`src/rtl/sar_avg_ctrl_pkg.sv`:
```
// sar_pkg: shared types and constants for the SAR averaging controller.
//   state_e  : controller FSM states
//   ADC_W    : SAR result width
//   SUM_W    : block sum width (16 * 1023 fits)
//   OSR_MAX  : largest usable oversampling exponent
package sar_pkg;
    localparam int ADC_W   = 10;
    localparam int SUM_W   = 14;
    localparam int OSR_MAX = 4;

    typedef enum logic [2:0] {IDLE, CAL_REQ, CAL_WAIT, CONV_REQ, CONV_WAIT} state_e;

    // Exponents above OSR_MAX would overflow the sum, so they are clamped.
    function automatic logic [2:0] osr_clip(input logic [2:0] o);
        return o > 3'(OSR_MAX) ? 3'(OSR_MAX) : o;
    endfunction
endpackage

```
`src/rtl/sar_avg_ctrl_if.sv`:
```
// sar_avg_ctrl_if: control, SAR and result-stream signals of the averaging controller.
//   slave  : controller side (sar_avg_ctrl)
//   master : environment side (control source, SAR logic, stream sink)
interface sar_avg_ctrl_if;
    import sar_pkg::*;
    logic             start;
    logic [2:0]       osr_log2;
    logic             cal_req;
    logic             err_clr;
    logic             adc_en;
    logic             adc_cal;
    logic             adc_valid;
    logic [ADC_W-1:0] adc_result;
    logic             m_valid;
    logic             m_ready;
    logic [ADC_W-1:0] m_data;
    logic [SUM_W-1:0] m_sum;
    logic             overflow;
    logic             timeout;
    logic             cal_busy;

    modport slave (
        input  start, osr_log2, cal_req, err_clr, adc_valid, adc_result, m_ready,
        output adc_en, adc_cal, m_valid, m_data, m_sum, overflow, timeout, cal_busy
    );
    modport master (
        output start, osr_log2, cal_req, err_clr, adc_valid, adc_result, m_ready,
        input  adc_en, adc_cal, m_valid, m_data, m_sum, overflow, timeout, cal_busy
    );
endinterface

```
`src/rtl/sar_result_fifo.sv`:
```
// sar_result_fifo: synchronous FIFO for averaged block results.
//   push_i/data_i : write request and entry
//   pop_i         : read request, head advances when non-empty
//   data_o        : head entry, 0 when empty
//   full_o/empty_o: occupancy flags
module sar_result_fifo #(
    parameter int W     = 24,
    parameter int DEPTH = 4
) (
    input  logic         clk,
    input  logic         rstn,
    input  logic         push_i,
    input  logic [W-1:0] data_i,
    input  logic         pop_i,
    output logic [W-1:0] data_o,
    output logic         full_o,
    output logic         empty_o
);
    localparam int AW = $clog2(DEPTH);
    logic [W-1:0]  mem_q [DEPTH];
    logic [AW-1:0] wr_q, rd_q;
    logic [AW:0]   cnt_q;
    logic          wr, rd;

    assign full_o  = cnt_q == (AW+1)'(DEPTH);
    assign empty_o = cnt_q == '0;
    assign rd      = pop_i && !empty_o;
    // A pop frees the slot in the same cycle, so a full FIFO still accepts a push alongside it.
    assign wr      = push_i && (!full_o || rd);
    assign data_o  = empty_o ? '0 : mem_q[rd_q];

    always_ff @(posedge clk or negedge rstn) begin
        if (!rstn) begin
            wr_q  <= '0;
            rd_q  <= '0;
            cnt_q <= '0;
        end else begin
            wr_q  <= wr ? wr_q + AW'(1) : wr_q;
            rd_q  <= rd ? rd_q + AW'(1) : rd_q;
            cnt_q <= cnt_q + (AW+1)'(wr) - (AW+1)'(rd);
        end
    end

    always_ff @(posedge clk) begin
        if (wr) mem_q[wr_q] <= data_i;
    end
endmodule

```
`src/rtl/sar_avg_ctrl.sv`:
```
// sar_avg_ctrl: sequences SAR calibrations and conversions, averages 2^osr samples per block
// and queues {sum, sum>>osr} results on a ready/valid stream.
//   clk, rstn : clock, asynchronous active-low reset
//   bus_io    : control inputs, SAR request/response, result stream and status flags
module sar_avg_ctrl
    import sar_pkg::*;
#(
    parameter int FIFO_DEPTH   = 4,
    parameter int RECAL_PERIOD = 256,
    parameter int TIMEOUT      = 64
) (
    input logic           clk,
    input logic           rstn,
    sar_avg_ctrl_if.slave bus_io
);
    localparam int TW = $clog2(TIMEOUT + 1);
    localparam int EW = SUM_W + ADC_W;

    state_e           state_q, state_d;
    logic             pend_q, pend_d, ovf_q, ovf_d, tmo_q, tmo_d, push_q, push_d, tmo_set;
    logic [SUM_W-1:0] acc_q, acc_d, sum_n;
    logic [4:0]       cnt_q, cnt_d, cnt_n;
    logic [2:0]       osr_q, osr_d;
    logic [15:0]      blk_q, blk_d;
    logic [TW-1:0]    tmr_q, tmr_d;
    logic [EW-1:0]    ent_q, ent_d, head;
    logic             full, empty, last, tmo_hit;

    assign sum_n   = acc_q + SUM_W'(bus_io.adc_result);
    assign cnt_n   = cnt_q + 5'd1;
    assign last    = cnt_n == (5'd1 << osr_q);
    assign tmo_hit = tmr_q == TW'(TIMEOUT - 1);
    // Set events take priority over err_clr in the same cycle.
    assign ovf_d   = (push_q & full & ~bus_io.m_ready) | (ovf_q & ~bus_io.err_clr);
    assign tmo_d   = tmo_set | (tmo_q & ~bus_io.err_clr);

    assign bus_io.adc_en   = state_q == CAL_REQ || state_q == CONV_REQ;
    assign bus_io.adc_cal  = state_q == CAL_REQ;
    assign bus_io.cal_busy = state_q == CAL_REQ || state_q == CAL_WAIT;
    assign bus_io.m_valid  = !empty;
    assign bus_io.overflow = ovf_q;
    assign bus_io.timeout  = tmo_q;
    assign {bus_io.m_sum, bus_io.m_data} = head;

    always_comb begin
        state_d = state_q;
        pend_d  = pend_q | bus_io.cal_req;
        acc_d   = acc_q;
        cnt_d   = cnt_q;
        osr_d   = osr_q;
        blk_d   = blk_q;
        tmr_d   = tmr_q;
        ent_d   = ent_q;
        push_d  = 1'b0;
        tmo_set = 1'b0;
        case (state_q)
            IDLE: begin
                acc_d = '0;
                cnt_d = '0;
                if (bus_io.start) state_d = pend_d ? CAL_REQ : CONV_REQ;
            end
            CAL_REQ: begin
                tmr_d   = '0;
                state_d = CAL_WAIT;
            end
            CONV_REQ: begin
                tmr_d   = '0;
                // The exponent is frozen for the whole block at its first request.
                if (cnt_q == '0) osr_d = osr_clip(bus_io.osr_log2);
                state_d = CONV_WAIT;
            end
            CAL_WAIT: begin
                if (bus_io.adc_valid) begin
                    pend_d  = bus_io.cal_req;
                    state_d = bus_io.start ? CONV_REQ : IDLE;
                end else if (tmo_hit) begin
                    tmo_set = 1'b1;
                    state_d = IDLE;
                end else tmr_d = tmr_q + TW'(1);
            end
            CONV_WAIT: begin
                if (bus_io.adc_valid && last) begin
                    push_d = 1'b1;
                    ent_d  = {sum_n, ADC_W'(sum_n >> osr_q)};
                    acc_d  = '0;
                    cnt_d  = '0;
                    if (blk_q == 16'(RECAL_PERIOD - 1)) begin
                        blk_d  = '0;
                        pend_d = 1'b1;
                    end else blk_d = blk_q + 16'd1;
                    state_d = !bus_io.start ? IDLE : pend_d ? CAL_REQ : CONV_REQ;
                end else if (bus_io.adc_valid) begin
                    acc_d   = bus_io.start ? sum_n : '0;
                    cnt_d   = bus_io.start ? cnt_n : '0;
                    state_d = bus_io.start ? CONV_REQ : IDLE;
                end else if (tmo_hit) begin
                    tmo_set = 1'b1;
                    acc_d   = '0;
                    cnt_d   = '0;
                    state_d = IDLE;
                end else tmr_d = tmr_q + TW'(1);
            end
            default: state_d = IDLE;
        endcase
    end

    always_ff @(posedge clk or negedge rstn) begin
        if (!rstn) begin
            state_q <= IDLE;
            pend_q  <= 1'b1;
            acc_q   <= '0;
            cnt_q   <= '0;
            osr_q   <= '0;
            blk_q   <= '0;
            tmr_q   <= '0;
            ent_q   <= '0;
            push_q  <= 1'b0;
            ovf_q   <= 1'b0;
            tmo_q   <= 1'b0;
        end else begin
            state_q <= state_d;
            pend_q  <= pend_d;
            acc_q   <= acc_d;
            cnt_q   <= cnt_d;
            osr_q   <= osr_d;
            blk_q   <= blk_d;
            tmr_q   <= tmr_d;
            ent_q   <= ent_d;
            push_q  <= push_d;
            ovf_q   <= ovf_d;
            tmo_q   <= tmo_d;
        end
    end

    sar_result_fifo #(.W(EW), .DEPTH(FIFO_DEPTH)) u_fifo (
        .clk    (clk),
        .rstn   (rstn),
        .push_i (push_q),
        .data_i (ent_q),
        .pop_i  (bus_io.m_ready),
        .data_o (head),
        .full_o (full),
        .empty_o(empty)
    );
endmodule

```
`src/flat_wrapper.sv`:
```
// flat-port wrapper written by rule: the top's interface ports become plain ports
module sar_avg_ctrl_flat import sar_pkg::*;
#(
    parameter int FIFO_DEPTH   = 4,
    parameter int RECAL_PERIOD = 256,
    parameter int TIMEOUT      = 64
)
  (clk, rstn, bus_io_start, bus_io_osr_log2, bus_io_cal_req, bus_io_err_clr, bus_io_adc_valid, bus_io_adc_result, bus_io_m_ready, bus_io_adc_en, bus_io_adc_cal, bus_io_m_valid, bus_io_m_data, bus_io_m_sum, bus_io_overflow, bus_io_timeout, bus_io_cal_busy);
  sar_avg_ctrl_if bus_io_i ();
  input logic clk;
  input logic rstn;
  input wire logic [$bits(bus_io_i.start)-1:0] bus_io_start;
  input wire logic [$bits(bus_io_i.osr_log2)-1:0] bus_io_osr_log2;
  input wire logic [$bits(bus_io_i.cal_req)-1:0] bus_io_cal_req;
  input wire logic [$bits(bus_io_i.err_clr)-1:0] bus_io_err_clr;
  input wire logic [$bits(bus_io_i.adc_valid)-1:0] bus_io_adc_valid;
  input wire logic [$bits(bus_io_i.adc_result)-1:0] bus_io_adc_result;
  input wire logic [$bits(bus_io_i.m_ready)-1:0] bus_io_m_ready;
  output wire logic [$bits(bus_io_i.adc_en)-1:0] bus_io_adc_en;
  output wire logic [$bits(bus_io_i.adc_cal)-1:0] bus_io_adc_cal;
  output wire logic [$bits(bus_io_i.m_valid)-1:0] bus_io_m_valid;
  output wire logic [$bits(bus_io_i.m_data)-1:0] bus_io_m_data;
  output wire logic [$bits(bus_io_i.m_sum)-1:0] bus_io_m_sum;
  output wire logic [$bits(bus_io_i.overflow)-1:0] bus_io_overflow;
  output wire logic [$bits(bus_io_i.timeout)-1:0] bus_io_timeout;
  output wire logic [$bits(bus_io_i.cal_busy)-1:0] bus_io_cal_busy;
  assign bus_io_i.start = bus_io_start;
  assign bus_io_i.osr_log2 = bus_io_osr_log2;
  assign bus_io_i.cal_req = bus_io_cal_req;
  assign bus_io_i.err_clr = bus_io_err_clr;
  assign bus_io_i.adc_valid = bus_io_adc_valid;
  assign bus_io_i.adc_result = bus_io_adc_result;
  assign bus_io_i.m_ready = bus_io_m_ready;
  assign bus_io_adc_en = bus_io_i.adc_en;
  assign bus_io_adc_cal = bus_io_i.adc_cal;
  assign bus_io_m_valid = bus_io_i.m_valid;
  assign bus_io_m_data = bus_io_i.m_data;
  assign bus_io_m_sum = bus_io_i.m_sum;
  assign bus_io_overflow = bus_io_i.overflow;
  assign bus_io_timeout = bus_io_i.timeout;
  assign bus_io_cal_busy = bus_io_i.cal_busy;
  sar_avg_ctrl #(.FIFO_DEPTH(FIFO_DEPTH), .RECAL_PERIOD(RECAL_PERIOD), .TIMEOUT(TIMEOUT)) u_core (.clk(clk), .rstn(rstn), .bus_io(bus_io_i));
endmodule
```
`config.mk`:
```
export PLATFORM = sky130hd
export DESIGN_NAME = sar_avg_ctrl_flat
export DESIGN_NICKNAME = d
export VERILOG_FILES = /design/src/rtl/sar_avg_ctrl_pkg.sv /design/src/rtl/sar_avg_ctrl_if.sv /design/src/rtl/sar_result_fifo.sv /design/src/rtl/sar_avg_ctrl.sv /design/src/flat_wrapper.sv
export SDC_FILE = /design/constraint.sdc
export NUM_CORES = 1
export LEC_CHECK = 0
export ABC_AREA = 1
export CORE_UTILIZATION = 45
export CTS_BUF_LIST = sky130_fd_sc_hd__clkbuf_8
export DETAILED_ROUTE_END_ITERATION = 8
export GPL_TIMING_DRIVEN = 0
export HOLD_SLACK_MARGIN = 0.08
export PLACE_DENSITY = 0.66
export REMOVE_ABC_BUFFERS = 1
export SYNTH_ARGS = -nofsm -noshare
export SYNTH_HDL_FRONTEND = slang
export SYNTH_HIERARCHICAL = 1
export SYNTH_SLANG_ARGS = --single-unit
```
`constraint.sdc`:
```
create_clock -name clk -period 4.8 [get_ports clk]
set_input_delay 0.48 -clock clk [delete_from_list [all_inputs] [get_ports clk]]
set_output_delay 0.48 -clock clk [all_outputs]
set_load 0.02 [all_outputs]
```
After elaboration in Yosys (flattened, before gate mapping)
Memory sizes are Yosys's and may differ from the RTL's.
Index checks and enable logic that the tools add are counted.
W data, S select, Z words.
{ "classes": {"add_sub_neg": 8, "multipliers": 0, "div": 0, "n_lt_le_gt_ge": 1, "eq_ne": 11, "n_shift": 2, "muxes": 40, "n_bitwise": 9, "n_reduce_logical": 18} }
{ "op_table": {"columns": ["op", "count"], "rows": [
  ["$mux W14", 4],
  ["$pmux W14 S2", 1],
  ["$mux W24", 1],
  ["$mux W7", 3],
  ["$pmux W7 S3", 1],
  ["$mux W5", 4],
  ["$mux W3", 6],
  ["$add A16 B1 Y16 const B", 1],
  ["$eq A16 B8 Y1 const B", 1],
  ["$mux W16", 1],
  ["$pmux W3 S5", 1],
  ["$add A14 B10 Y14", 1],
  ["$shr A14 B3 Y10", 1],
  ["$mux W1", 12],
  ["$pmux W5 S2", 1],
  ["$reduce_and A2 Y1", 4],
  ["$add A7 B1 Y7 const B", 1],
  ["$eq A7 B6 Y1 const B", 1],
  ["$eq A3 B2 Y1 const B", 2],
  ["$eq A3 B3 Y1 const B", 2],
  ["$logic_not A3 Y1", 2],
  ["$mux W2", 3],
  ["$add A5 B1 Y5 const B", 1],
  ["$eq A5 B5 Y1", 1],
  ["other kinds (19)", 33]
]} }
{ "totals": {"register_bits": 83, "latch_bits": 0, "mem_bits_rw": 96, "mem_bits_ro": 0, "out_inout_bits": 30, "word_cells": 104, "n_memories": 1} }
{ "memory_table": {"columns": ["memory", "words", "width", "rd", "rd_clocked_by_memory_dff", "wr", "line", "text"], "rows": [
  ["u_core.u_fifo.mem_q", 4, 24, 1, 0, 1, "sar_result_fifo.sv:20", "logic [W-1:0] mem_q [DEPTH];"]
]} }

Depth between registers and ports, before layout
Gate-level depths: netlist (run 1).
{ "logic_depth": {"ltp_word": 9, "ltp_mapped": 18, "ltp_nobuf": 18} }

Cells and area by module
Netlist (run 1), hierarchy kept.
{ "modules_own_cells": {"columns": ["module", "instances", "cells_each", "area_each_um2", "seq_area_each_um2"], "rows": [
  ["sar_avg_ctrl", 1, 693, 4835.9, 1903.1],
  ["sar_result_fifo", 1, 433, 4513.1, 3057.9]
]} }

Worst setup path after synthesis (run 1)
OpenSTA, ideal clock, no wires.
{ "synth_timing": {"path_type": "input to register", "from": "input bus_io_m_ready", "to": "memory u_core.u_fifo.mem_q[0][0] (enable)", "setup_time_ns": 0.405, "arrival_ns": 1.770, "required_time_ns": 4.395, "setup_slack_ns": 2.625, "path_stages": 4, "n_path_buf": 0, "cell_sequence": "inv_1 nand3_1 nand2_1 nor2_1"} }
{ "synth_between": {"elab_chain_len": 5} }
{ "synth_rtl": {"columns": ["item", "line", "text"], "rows": [
  ["from (decl)", "flat_wrapper.sv:18", "input wire logic [$bits(bus_io_i.m_ready)-1:0] bus_io_m_ready;"],
  ["$logic_and A1 B1 Y1", "sar_result_fifo.sv:27", "assign rd = pop_i && !empty_o;"],
  ["$logic_or A1 B1 Y1", "sar_result_fifo.sv:29", "assign wr = push_i && (!full_o || rd);"],
  ["$logic_and A1 B1 Y1", "sar_result_fifo.sv:29", null],
  ["$mux W1", "sar_result_fifo.sv:45", "if (wr) mem_q[wr_q] <= data_i;"],
  ["$mux W1 (implied by the code)", "sar_result_fifo.sv:45", null],
  ["to (decl)", "sar_result_fifo.sv:20", null]
]} }
Every way passes these cells.

Worst setup path in the final report (run 1)
{ "layout_timing": {"from": "register u_core.u_fifo.rd_q[0]", "to": "output bus_io_m_data[8]"} }
{ "layout_between": {"elab_chain_len": 2} }
{ "layout_rtl": {"columns": ["item", "line", "text"], "rows": [
  ["from (decl)", "sar_result_fifo.sv:21", "logic [AW-1:0] wr_q, rd_q;"],
  ["from (signal assigned)", "sar_result_fifo.sv:39", "rd_q <= rd ? rd_q + AW'(1) : rd_q;"],
  ["$mem_v2 Z4 W24", null, null],
  ["$mux W24", "sar_result_fifo.sv:30", "assign data_o = empty_o ? '0 : mem_q[rd_q];"],
  ["to (decl)", "flat_wrapper.sv:22", "output wire logic [$bits(bus_io_i.m_data)-1:0] bus_io_m_data;"]
]} }
Every way passes these cells.

==> results.sh, run 1 <==
export IMPL_final_hold_violation_count=0
export IMPL_yosys_warnings=6
export IMPL_die_width_microns=146.1
export IMPL_port_buffers=49
export IMPL_cp_depth=5
export IMPL_synth_seq_cells=179
export IMPL_synth_xor_area_share_pct=1.499
export IMPL_ant_nets=0
export IMPL_cts_tree="yes"
export IMPL_cts_htree_levels=4
export IMPL_die_h_microns=146.1
export IMPL_area_growth_syn_to_layout_pct=11.88
export IMPL_synth_area_sq_mm=0.009349
export IMPL_power_switching_mw=2.043
export IMPL_clkLatencyLatePin_ps=460
export IMPL_io_pins=50
export IMPL_swShare_pct=39.96
export IMPL_cpPeakStageDelay_ps=1010
export IMPL_drv_slew=0
export IMPL_critPathArrivalTime_ps=3300
export IMPL_slew_headroom_pct=22.27
export IMPL_core_area_sq_mm=0.02030
export IMPL_setup_violations=0
export IMPL_final_nets=1202
export IMPL_peakVddDrop_uv=329.5
export IMPL_mostFrequentLayoutCells="nand2_1 (323), inv_1 (207), nand3_1 (132)"
export IMPL_skew_ps=17.82
export IMPL_timing_hold_worst_path_depth=1
export IMPL_synth_top_family_by_area="simple AND/OR/NAND/NOR gates"
export IMPL_hold_class="reg -> reg"
export IMPL_utilization_pct=51.53
export IMPL_finalWirelength_microns=19810
export IMPL_grt_usage_pct=19.95
export IMPL_drc=0
export IMPL_antenna_found_initial=0
export IMPL_combPwrFrac_pct=36.9
export IMPL_firstDrtPassIters=6
export IMPL_synth_area_top_cells="edfxtp_1 (31%), dfrtp_1 (22%), nand2_1 (13%), inv_1 (8.3%), nand3_1 (7.1%)"
export IMPL_place_congestion=0.8975
export IMPL_syn_inst=1126
export IMPL_crit_buf_inv=2
export IMPL_cp_cell_sequence="inv_2 -> nand2_1 -> nand3_1 -> a21oi_1 -> clkdlybuf4s50_1"
export IMPL_pwr_share_seq_pct=42.3
export IMPL_period_minus_slack_ps=3784
export IMPL_cts_buffers=17
export IMPL_placed_area_sq_mm=0.01003
export IMPL_synthAdderAreaFrac_pct=2.971
export IMPL_fin_crit_sh_pct=78.84
export IMPL_cp_end_kind="primary output"
export IMPL_grt_max_degree=56
export IMPL_stdcell_area_sq_mm=0.01046
export IMPL_post_cts_setup_buffer_count=0
export IMPL_rr_worst_depth=11
export IMPL_start_kind="flip-flop"
export IMPL_power_density_mw_per_mm2=488.7
export IMPL_crit_fanout=51
export IMPL_synth_area_leader_cell="edfxtp_1"
export IMPL_start_util_pct=46.06
export IMPL_cts_sinks=179
export IMPL_antenna_cells=0
export IMPL_synth_top_area_share_pct=30.84
export IMPL_worstPathRequired_ps=4320
export IMPL_placed_cells=1411
export IMPL_viasPerCell=5.030
export IMPL_grt_pass1_wl_microns=33670
export IMPL_clkPwrFrac_pct=20.8
export IMPL_rsz0062_at_grt="no"
export IMPL_synthSimpleGateAreaFrac_pct=25.56
export IMPL_post_drt_wl_per_cell_microns=13.72
export IMPL_fin_setup_tns_ps=0
export IMPL_final_cells=1444
export IMPL_drive_above_1_share_pct=5.111
export IMPL_hpwl_microns=13190
export IMPL_p_leak_nw=4.921
export IMPL_final_common_cell="nand2_1"
export IMPL_rows=52
export IMPL_drtIter0Drc=529
export IMPL_muxShareOfSynthArea_pct=0
export IMPL_critPathTopFamily="buffers and inverters"
export IMPL_clkSlewWorstSetupHoldPaths_ps=110
export IMPL_num_vias=7264
export IMPL_ys_seq_area_share_pct=53.06
export IMPL_fmax_ghz=0.2643
export IMPL_gr_total_overflow=0
export IMPL_cts_root_buf="clkbuf_8"
export IMPL_crit_slowest_cell="dfrtp_2"
export IMPL_cap_violations=0
export IMPL_avgSynthCellArea_sq_um=8.303
export IMPL_p_int_mw=3.069
export IMPL_critPathKind="reg -> out"
export IMPL_cts_buffer_depth=2
export IMPL_synth_cell_types=38
export IMPL_die_area_sq_mm=0.02136
export IMPL_final_fill_count=1960
export IMPL_worst_pin_slew_ps=1166
export IMPL_status="complete, no violations"
export IMPL_synth_compound_area_share_pct=6.223
export IMPL_grt_pass1_vias=6882
cell families after synthesis:
logic type,Yosys count
and+or+nand+nor,555
buffers and inverters,247
DFF,179
AOI/OAI and AO/OA,108
adders and majority gates,21
xor gates and xnor gates,16
metal layers:
layer / global-route usage [%] / part of all wire (%) / up-vias
met1: 27.08 / 47 / 3372
li1: - / - / 3676
met3: 3.063 / 4.5 / 20
met4: 5.156 / 1.2 / 0
met2: 33.38 / 47 / 196
met5: 0 / 0 / -
layout make-up:
type	instances	area [sq um]	share of cell area [%]
clock buffers	17	234.0	2.237
clock inverters	15	185.2	1.770
inverters	212	795.8	7.608
multi-input cells	700	3420	32.69
flip-flops and latches	179	4962	47.44
well taps	270	337.8	3.230
repair buffers	51	525.5	5.024
through the flow:
stage | hold WS, ps | setup WS (ps) | total power [mW]
finish | 469.1 | 1016 | 5.112
CTS | 470.2 | 960.1 | 5.156
global placement | 456.9 | 59.29 | 4.051
floorplan | 184.4 | 2125 | 3.279
global route | 483.2 | 753.2 | 5.462
detailed placement | 439.7 | 1406 | 4.082
final timing paths:
check	from	to	slack (ps)
max	u_core/u_fifo/rd_q[0]	bus_io_m_data[8]	1020
min	u_core/tmr_q[5]	u_core/tmr_q[5]	470
max reg2reg	u_core/osr_q[0]	u_core/blk_q[5]	1350
min reg2reg	u_core/tmr_q[5]	u_core/tmr_q[5]	470
max in group asynchronous	rstn	u_core/acc_q[11]	3700
min in group asynchronous	rstn	u_core/bus_io.overflow	480
cell usage after synthesis (all sizes together):
master,count
nand3,134
a31oi,1
fa,2
o21ai,50
o311ai,1
dfrtp,82
xor2,11
nor3,13
nor4,4
clkbuf,8
edfxtp,96
xnor2,5
nor2,52
ha,19
o22ai,11
dfstp,1
and2,1
o32ai,1
nor3b,2
buf,27
nand3b,4
nand4,15
or2,7
nand2,323
inv,212
a311oi,1
a21oi,37
a211oi,1
a21boi,5
state kept, by name, indices dropped and copies added (netlist names), 2 cells and up:
name	count
u_core/state_q	3
u_core/blk_q	16
u_core/acc_q	14
u_core/cnt_q	5
u_core/u_fifo/wr_q	2
u_core/u_fifo/mem_q	96
u_core/ent_q	24
u_core/tmr_q	7
u_core/osr_q	3
u_core/u_fifo/rd_q	2
u_core/u_fifo/cnt_q	3
power by group through the flow:
stage | Clock (mW) | Combinational (mW) | Sequential (mW)
finish | 1.06 | 1.89 | 2.16
floorplan | 0 | 1.21 | 2.07
detailed placement | 0 | 1.89 | 2.19
global placement | 0 | 1.87 | 2.18
CTS | 1.10 | 1.90 | 2.16
global route | 1.16 | 2.10 | 2.20
what timing repair did:
item,in CTS,in global routing
resized for setup,0,0
hold endpoints to repair,27,0
endpoints found under the setup margin,0,0
hold buffers,1,0
No activity file was read; power rests on OpenSTA's default activity.
==> run 2: changes to the inputs <==
--- a/config.mk
+++ b/config.mk
@@ -11,7 +11,7 @@
 export DETAILED_ROUTE_END_ITERATION = 8
 export GPL_TIMING_DRIVEN = 0
 export HOLD_SLACK_MARGIN = 0.08
-export PLACE_DENSITY = 0.66
+export PLACE_DENSITY = 0.68
 export REMOVE_ABC_BUFFERS = 1
 export SYNTH_ARGS = -nofsm -noshare
 export SYNTH_HDL_FRONTEND = slang
==> constraint.sdc (replaced) <==
create_clock -name clk -period 3.48 [get_ports clk]
set_input_delay 0.348 -clock clk [delete_from_list [all_inputs] [get_ports clk]]
set_output_delay 0.348 -clock clk [all_outputs]
set_load 0.02 [all_outputs]
==> run 2 against run 1 <==
  * Via count hardly changed
  * Power is 37% higher
  * Sequential power rose by 38%
  * Cell area about the same
  * Critical path depth is the same
  * Critical path type unchanged
  * Critical endpoint unchanged
==> results.sh, run 2 (synthesis gave the netlist of run 1 again) <==
export IMPL_drive_above_1_share_pct=5.026
export IMPL_cts_buffer_depth=2
export IMPL_cts_tree="yes"
export IMPL_hold_class="in -> async"
export IMPL_cts_buffers=17
export IMPL_cp_end_kind="primary output"
export IMPL_p_leak_nw=4.920
export IMPL_grt_pass1_vias=6773
export IMPL_area_growth_syn_to_layout_pct=11.87
export IMPL_ant_nets=0
export IMPL_num_vias=7269
export IMPL_clkLatencyLatePin_ps=460
export IMPL_post_cts_setup_buffer_count=0
export IMPL_drtIter0Drc=530
export IMPL_worst_pin_slew_ps=859.7
export IMPL_hpwl_microns=13470
export IMPL_stdcell_area_sq_mm=0.01046
export IMPL_antenna_found_initial=0
export IMPL_grt_max_degree=54
export IMPL_mostFrequentLayoutCells="nand2_1 (323), inv_1 (208), nand3_1 (132)"
export IMPL_utilization_pct=51.52
export IMPL_post_drt_wl_per_cell_microns=13.89
export IMPL_antenna_cells=0
export IMPL_timing_rr_start="u_core/osr_q[1]"
export IMPL_core_area_sq_mm=0.02030
export IMPL_start_kind="flip-flop"
export IMPL_clkSlewWorstSetupHoldPaths_ps=90
export IMPL_period_minus_slack_ps=3185
export IMPL_final_nets=1203
export IMPL_firstDrtPassIters=5
export IMPL_grt_pass1_wl_microns=33010
export IMPL_port_buffers=49
export IMPL_final_common_cell="nand2_1"
export IMPL_cts_htree_levels=4
export IMPL_skew_ps=10.11
export IMPL_crit_fanout=51
export IMPL_final_hold_violation_count=0
export IMPL_r2r_setup_slack_ps=470
export IMPL_regMostFlops="u_core/u_fifo/mem_q"
export IMPL_largest_reg_flops=96
export IMPL_placed_area_sq_mm=0.01005
export IMPL_start_util_pct=46.06
export IMPL_critPathLaunch="u_core/u_fifo/rd_q[0]"
export IMPL_drc=0
export IMPL_fin_crit_sh_pct=91.53
export IMPL_die_area_sq_mm=0.02136
export IMPL_rows=52
export IMPL_die_h_microns=146.1
export IMPL_cap_violations=0
export IMPL_cts_root_buf="clkbuf_8"
export IMPL_cp_cell_sequence="inv_4 -> nand2_1 -> nand3_1 -> a21oi_1 -> clkdlybuf4s50_1"
export IMPL_fmax_ghz=0.3139
export IMPL_worstPathRequired_ps=3130
export IMPL_rr_worst_depth=11
export IMPL_die_width_microns=146.1
export IMPL_place_congestion=0.8830
export IMPL_reg_top3="u_core/u_fifo/mem_q x96, u_core/ent_q x24, u_core/blk_q x16"
export IMPL_cts_sinks=179
export IMPL_viasPerCell=5.034
export IMPL_critPathKind="reg -> out"
export IMPL_peakVddDrop_uv=434.2
export IMPL_grt_usage_pct=19.68
export IMPL_timing_rr_end="u_core/blk_q[5]"
export IMPL_status="complete, no violations"
export IMPL_rsz0062_at_grt="no"
export IMPL_critPathArrivalTime_ps=2840
export IMPL_crit_slowest_cell="dfrtp_4"
export IMPL_drv_slew=0
export IMPL_cpPeakStageDelay_ps=810
export IMPL_power_density_mw_per_mm2=668.2
export IMPL_finalWirelength_microns=20050
export IMPL_slew_headroom_pct=42.55
export IMPL_io_pins=50
export IMPL_gr_total_overflow=0
export IMPL_setup_violations=0
## run 2: changes by cell type in the layout (fill, tap and decap cells not counted), sizes merged
cell	previous run	this run
buf	2	3
clkinvlp	2	1
clkinv	2	5
inv	221	218
## run 2: worst max-delay path: cells and delay by family (launching register included)
family / cells / cell delay (ps)
AND/OR/NAND/NOR: 2 / 220
buffers and inverters: 2 / 1030
flip-flops: 1 / 810
AO/OA/AOI/OAI: 1 / 260
## run 2: metal layers
| metal | GRT usage (%) | routed length (microns) | share of wire [%] | up-vias |
|---|---|---|---|---|
| met1 | 26.13 | 8992 | 45 | 3362 |
| met3 | 3.969 | 1187 | 5.9 | 21 |
| met2 | 32.40 | 9617 | 48 | 203 |
| met4 | 6.250 | 255 | 1.3 | 0 |
| met5 | 0 | 0 | 0 | - |
| li1 | - | - | - | 3683 |
## run 2: metrics by stage
| stage | total power [mW] | setup slack, ps | setup TNS [ps] | cells | hold slack, ps |
|---|---|---|---|---|---|
| finish | 6.988 | 294.7 | 0 | 1444 | 353.4 |
| global route | 7.444 | 141.8 | 0 | 1444 | 367.9 |
| CTS | 7.031 | 87.56 | 0 | 1444 | 352.4 |
| detailed placement | 5.623 | 125.6 | 0 | 1412 | 320.7 |
| global placement | 5.575 | -1042 | -99960 | 1410 | 456.2 |
| floorplan | 4.522 | 937.0 | 0 | 1091 | 52.41 |
## run 2: how the worst max path moves through the flow
stage                       endpoint  slack [ps]  cells past startpoint
floorplan            bus_io_m_sum[9]         940                      4
global placement     u_core/acc_q[4]       -1040                      1
detailed placement   u_core/blk_q[5]         130                     11
CTS                  u_core/blk_q[5]          90                     11
global route         u_core/blk_q[5]         140                     11
finish              bus_io_m_data[8]         290                      5
## run 2: timing repair
item,CTS,global route
hold endpoints to repair,29,0
gates resized for setup,2,4
hold buffers,1,0
endpoints found under the setup margin,24,16
## run 2: area by class of cell
type / instances / area, sq um
clock buffer: 17 / 234.0
clock inverter: 14 / 152.6
fill: 1912 / 9841
inverter: 212 / 799.5
multi-input combinational: 700 / 3415
sequential: 179 / 4967
tap: 270 / 337.8
timing repair buffer: 52 / 553.0
## run 2: where the power goes
group	total (mW)	internal, mW	leakage [nW]	switching [mW]
Combinational	2.60	1.00	2.79	1.60
Clock	1.40	0.646	0.199	0.755
Sequential	2.99	2.56	1.93	0.428
